### config.mk
export PLATFORM = sky130hd
export DESIGN_NAME = ex_muldiv_ctrl
export DESIGN_NICKNAME = d
export VERILOG_FILES = /design/src/rtl/ex_muldiv_ctrl.sv
export SDC_FILE = /design/constraint.sdc
export NUM_CORES = 1
export LEC_CHECK = 0
export BUFFER_PORTS_ARGS = -buffer_cell sky130_fd_sc_hd__buf_4
export CAP_MARGIN = 20
export CORE_MARGIN = 2
export CORE_UTILIZATION = 55
export CTS_BUF_LIST = sky130_fd_sc_hd__clkbuf_8
export DETAILED_ROUTE_END_ITERATION = 7
export GPL_ROUTABILITY_DRIVEN = 1
export PLACE_DENSITY = 0.82
export SYNTH_ARGS = -nofsm -noshare
export SYNTH_HDL_FRONTEND = slang
export SYNTH_SLANG_ARGS = --single-unit
### constraint.sdc
create_clock -name clk -period 3.1 [get_ports clk]
set_input_delay 0.93 -clock clk [delete_from_list [all_inputs] [get_ports clk]]
set_output_delay 0.93 -clock clk [all_outputs]
set_load 0.01 [all_outputs]
### src/rtl/ex_muldiv_ctrl.sv
// Multi-cycle EX-stage multiply / unsigned divide controller.
// Runs one shift-add or restoring-division step per cycle and stalls the pipeline while busy.
module ex_muldiv_ctrl #(
  parameter logic [1:0] OP_MUL  = 2'd0,
  parameter logic [1:0] OP_DIVU = 2'd1,
  parameter logic [1:0] OP_REMU = 2'd2
) (
  input  logic        clk,
  input  logic        rst_n,
  input  logic        start,
  input  logic [1:0]  op,
  input  logic [31:0] op1,
  input  logic [31:0] op2,
  input  logic        flush,
  output logic        busy,
  output logic        done,
  output logic [31:0] result,
  output logic        stall_req
);

  typedef enum logic [1:0] {IDLE, BUSY, DONE} state_e;

  state_e      state_q;
  logic [4:0]  cnt_q;
  logic [1:0]  op_q;
  logic [31:0] acc_q;     // product accumulator or partial remainder
  logic [31:0] a_q;       // multiplicand, or dividend shifting out / quotient shifting in
  logic [31:0] b_q;       // multiplier or divisor
  logic [31:0] result_q;

  logic [31:0] acc_d, a_d, b_d, fin_d;
  logic [32:0] shifted, trial;
  logic        ge;

  always_comb begin
    acc_d   = acc_q;
    a_d     = a_q;
    b_d     = b_q;
    fin_d   = '0;
    shifted = {acc_q, a_q[31]};
    trial   = shifted - {1'b0, b_q};
    // remainder < divisor bounds shifted below 2*divisor, so bit 32 is exactly the borrow
    ge      = ~trial[32];
    if (op_q == OP_MUL) begin
      acc_d = acc_q + (b_q[0] ? a_q : '0);
      a_d   = a_q << 1;
      b_d   = b_q >> 1;
      fin_d = acc_d;
    end else begin
      acc_d = ge ? trial[31:0] : shifted[31:0];
      a_d   = {a_q[30:0], ge};
      fin_d = (op_q == OP_DIVU) ? a_d : acc_d;
    end
  end

  always_ff @(posedge clk or negedge rst_n) begin
    if (!rst_n) begin
      state_q  <= IDLE;
      cnt_q    <= '0;
      op_q     <= '0;
      acc_q    <= '0;
      a_q      <= '0;
      b_q      <= '0;
      result_q <= '0;
    end else begin
      case (state_q)
        IDLE: begin
          if (start && !flush) begin
            op_q  <= op;
            a_q   <= op1;
            b_q   <= op2;
            acc_q <= '0;
            cnt_q <= '0;
            if (op == OP_MUL || ((op == OP_DIVU || op == OP_REMU) && op2 != '0)) begin
              state_q <= BUSY;
            end else begin
              state_q <= DONE;
              if (op == OP_DIVU)      result_q <= '1;
              else if (op == OP_REMU) result_q <= op1;
              else                    result_q <= '0;
            end
          end
        end
        BUSY: begin
          if (flush) begin
            state_q <= IDLE;
          end else begin
            acc_q <= acc_d;
            a_q   <= a_d;
            b_q   <= b_d;
            if (cnt_q == 5'd31) begin
              state_q  <= DONE;
              result_q <= fin_d;
            end else begin
              cnt_q <= cnt_q + 5'd1;
            end
          end
        end
        DONE:    state_q <= IDLE;
        default: state_q <= IDLE;
      endcase
    end
  end

  assign busy      = (state_q == BUSY);
  assign done      = (state_q == DONE) && !flush;
  assign result    = result_q;
  assign stall_req = rst_n && (((state_q == IDLE) && start && !flush) || (state_q == BUSY));

endmodule

==> metrics.cfg <==
[run_status]
status=finished, violations left
violations=setup timing

[yosys]
ys_seq_area_share_pct=31.11
synthesis.area_sq_um=11020
synth_top_cell_area_share_pct=31.11
syn_nets=1503
synth_top_cell_by_area=dfrtp_1
synth_edf_count=0
ys_ff_latch=137
postSynthAreaPerCell_sq_um=8.091
synth_ff_type=dfrtp_1
netlist_instances=1362
yosys_warnings=0
synthTopCellsByArea=dfrtp_1, ha_1, nand2_1, a21oi_1, mux2i_1
synth_cell_types=76
synth-async-reset-ratio_pct=100.0

[worst_hold_path]
min-delay-path-class=register to register
min_to=b_q[16]
min_path_cells=2
hp-start=b_q[16]

[placed_design]
dp_slack_ns=-0.3543
port_buffers=104
place_congestion=1.031
dp_cells=1916
dp_hpwl_um=29550
placed_area_sq_um=14060

[layout]
seq_area_sq_um=3430
fillers=1319
final_layout_size_suffix_gt1_share_pct=33.57
finalNonFillerCells=1978
areaGrowthSynthToFinish_pct=40.98
num_antenna_cells=0
utilization_pct=79.30
fin_nets=1841
multiInputGateArea_sq_um=7979
fin_area_sq_um=15530

[clock_network]
cts_sinks=137
clockBufferDepth=2
numCtsBuffers=17
cts.clk_slew.worst_paths_ns=0.09
cts_max_level=4
clk-insertion-delay-late_ns=0.48
cts_tree=built
clockRootBuffer=clkbuf_8

[floorplanning]
start_util_pct=56.25
ios=105
die_h_um=145.5
dieArea_sq_um=21180
rows=51
core_area_sq_um=19590
die_width_um=145.5

[power]
leakagePower_nw=7.376
powerDensity_nw_per_um2=1266
ir_drop_mv=0.6308
totalPowerFinal_mw=19.67

[critical_path]
r2r-start=b_q[0]
endpoint_kind=register
reg2reg_to=acc_q[14]
worst-path-buf-inv=4
path_cells=ha_4 > inv_2 > fa_2 > a211oi_2 > o21a_1 > a211oi_2 > o31a_2 > a41oi_4 > buf_6 > xnor2_4 > buf_6 > buf_12 > mux2i_4 > nand2_1 > a22o_1
crit_family=compound AO/OA/AOI/OAI gates
rr_worst_depth=15
worstPathArrival_ns=3.74
worstPathMaxFanout=5
startpoint_type=register
critPathRequiredTime_ns=3.45
crit_path_top_delay_cell=dfrtp_2
rrSetupSlack_ns=-0.30
max_stage_delay_ns=0.49
path_class=register to register
startpoint=b_q[0]

[timing]
rsz0062_at_grt=yes
period_needed_ns=3.398
finalCritPeriodShare_pct=109.6
worst_pin_slew_ns=0.8092
fmax_mhz=294.3
final.setup.tns_ns=-9.685
slew_headroom_pct=45.85
whs_ns=0.5153
slew_viol_final=0
layout_setup_ws_ns=-0.2982
setup_violations=60
clock_skew_ns=0.02334
hold_violations=0

[route]
routed_wl_um=41630
drt_pass1_iterations=6
viasPerCell=6.309
wl_per_cell_um=21.05
route.detailed.drc=0
antenna_left=0
dr_total_vias=12479
drtIter0Drc=1359

[global_routing]
grt_usage_pct=37.17
grt_max_degree=138
grt_pass1_wl_um=62580
grt_overflow=0
grt_pass1_vias=11533
antenna_found_initial=1

[flow_run]
cap_violations=0

==> layout by cell type, fill, tap and decap left out, types with 9 or more instances in the layout <==
cell,instances
and2_1,34
xnor2_1,22
a211oi_1,18
buf_6,22
nand3_1,14
xor2_1,25
a21oi_1,119
a22o_1,16
a221o_1,11
o21ai_0,93
ha_1,49
buf_4,361
and2_4,10
nor2_1,96
nand2_1,192
nand4_1,16
dfrtp_1,136
clkbuf_8,19
o21a_1,9
buf_12,10
a31oi_1,52
mux2i_1,47
a21oi_2,14
nand2b_1,11
a21o_1,34
ha_4,17
nor4_1,11
inv_1,49
==> routing by layer <==
metal	part of all wire, %	global-route usage [%]	routed length, um
met5	0	0	0
met4	3.5	12.70	1475
met3	12	8.809	4879
met2	43	54.38	17890
met1	42	54.03	17380
==> registers in the layout, summed over array words and instances (netlist names) <==
register  count
b_q          32
op_q          2
cnt_q         5
result       32
a_q          32
acc_q        32
state_q       2
==> tightest hold or removal path: stages, from the launching register on <==
cell and delay, ns:
dfrtp_1 0.37, nand2_1 0.05, o21ai_0 0.06
==> worst max-delay path by stage <==
stage | slack (ns) | to | cells past startpoint
floorplan | -0.10 | acc_q[31] | 12
global placement | -0.33 | result[6] | 13
detailed placement | -0.35 | result[31] | 14
CTS | -0.21 | result[2] | 15
global route | -0.39 | result[31] | 13
finish | -0.30 | acc_q[14] | 15
==> cells by family (layout without fill, tap and decap cells) <==
logic type	Yosys count	in the layout	share of synthesized area (%)
muxes	67	67	6.177
AOI/OAI and AO/OA	473	473	27.57
DFF	137	137	31.11
xor gates and xnor gates	58	59	4.905
buffers and inverters	126	476	4.406
and+or+nand+nor	430	430	17.63
adders and majority gates	71	71	8.198
==> where the power goes <==
group | total, mW | internal [mW] | switching, mW
Combinational | 14.9 | 7.26 | 7.63
Sequential | 3.26 | 2.47 | 0.786
Clock | 1.52 | 0.751 | 0.767
==> cell usage after synthesis, types with 7 or more instances <==
cell type,instances
xor2_1,29
mux2i_1,59
mux2_2,8
a221o_1,11
a221oi_1,13
and2_1,44
o21bai_1,8
ha_1,69
a22o_1,16
and3_1,7
nand4_1,16
nand3_1,15
o21a_1,9
inv_1,48
a31oi_1,55
a21oi_1,135
a21o_1,34
a211oi_1,26
nand2_1,197
nor4_1,11
xnor2_1,27
o21ai_0,107
dfrtp_1,137
clkbuf_1,66
nand2b_1,12
nor2_1,100
a211o_1,9
==> repair_timing <==
action                     CTS  global route
setup buffers               18            11
setup endpoints to repair   62            65
gates cloned                 1             2
pin swaps                   16            63
gates resized for setup     73            98
hold buffers                 0             0
==> layout make-up <==
| class | count | area share (%) |
|---|---|---|
| flip-flops and latches | 137 | 22.08 |
| multi-input cells | 1100 | 51.36 |
| inverters | 48 | 1.160 |
| clock buffers | 19 | 1.683 |
| repair buffers | 396 | 20.75 |
| well taps | 265 | 2.134 |
| clock inverters | 13 | 0.8376 |
(Power assumes the default switching activity.)
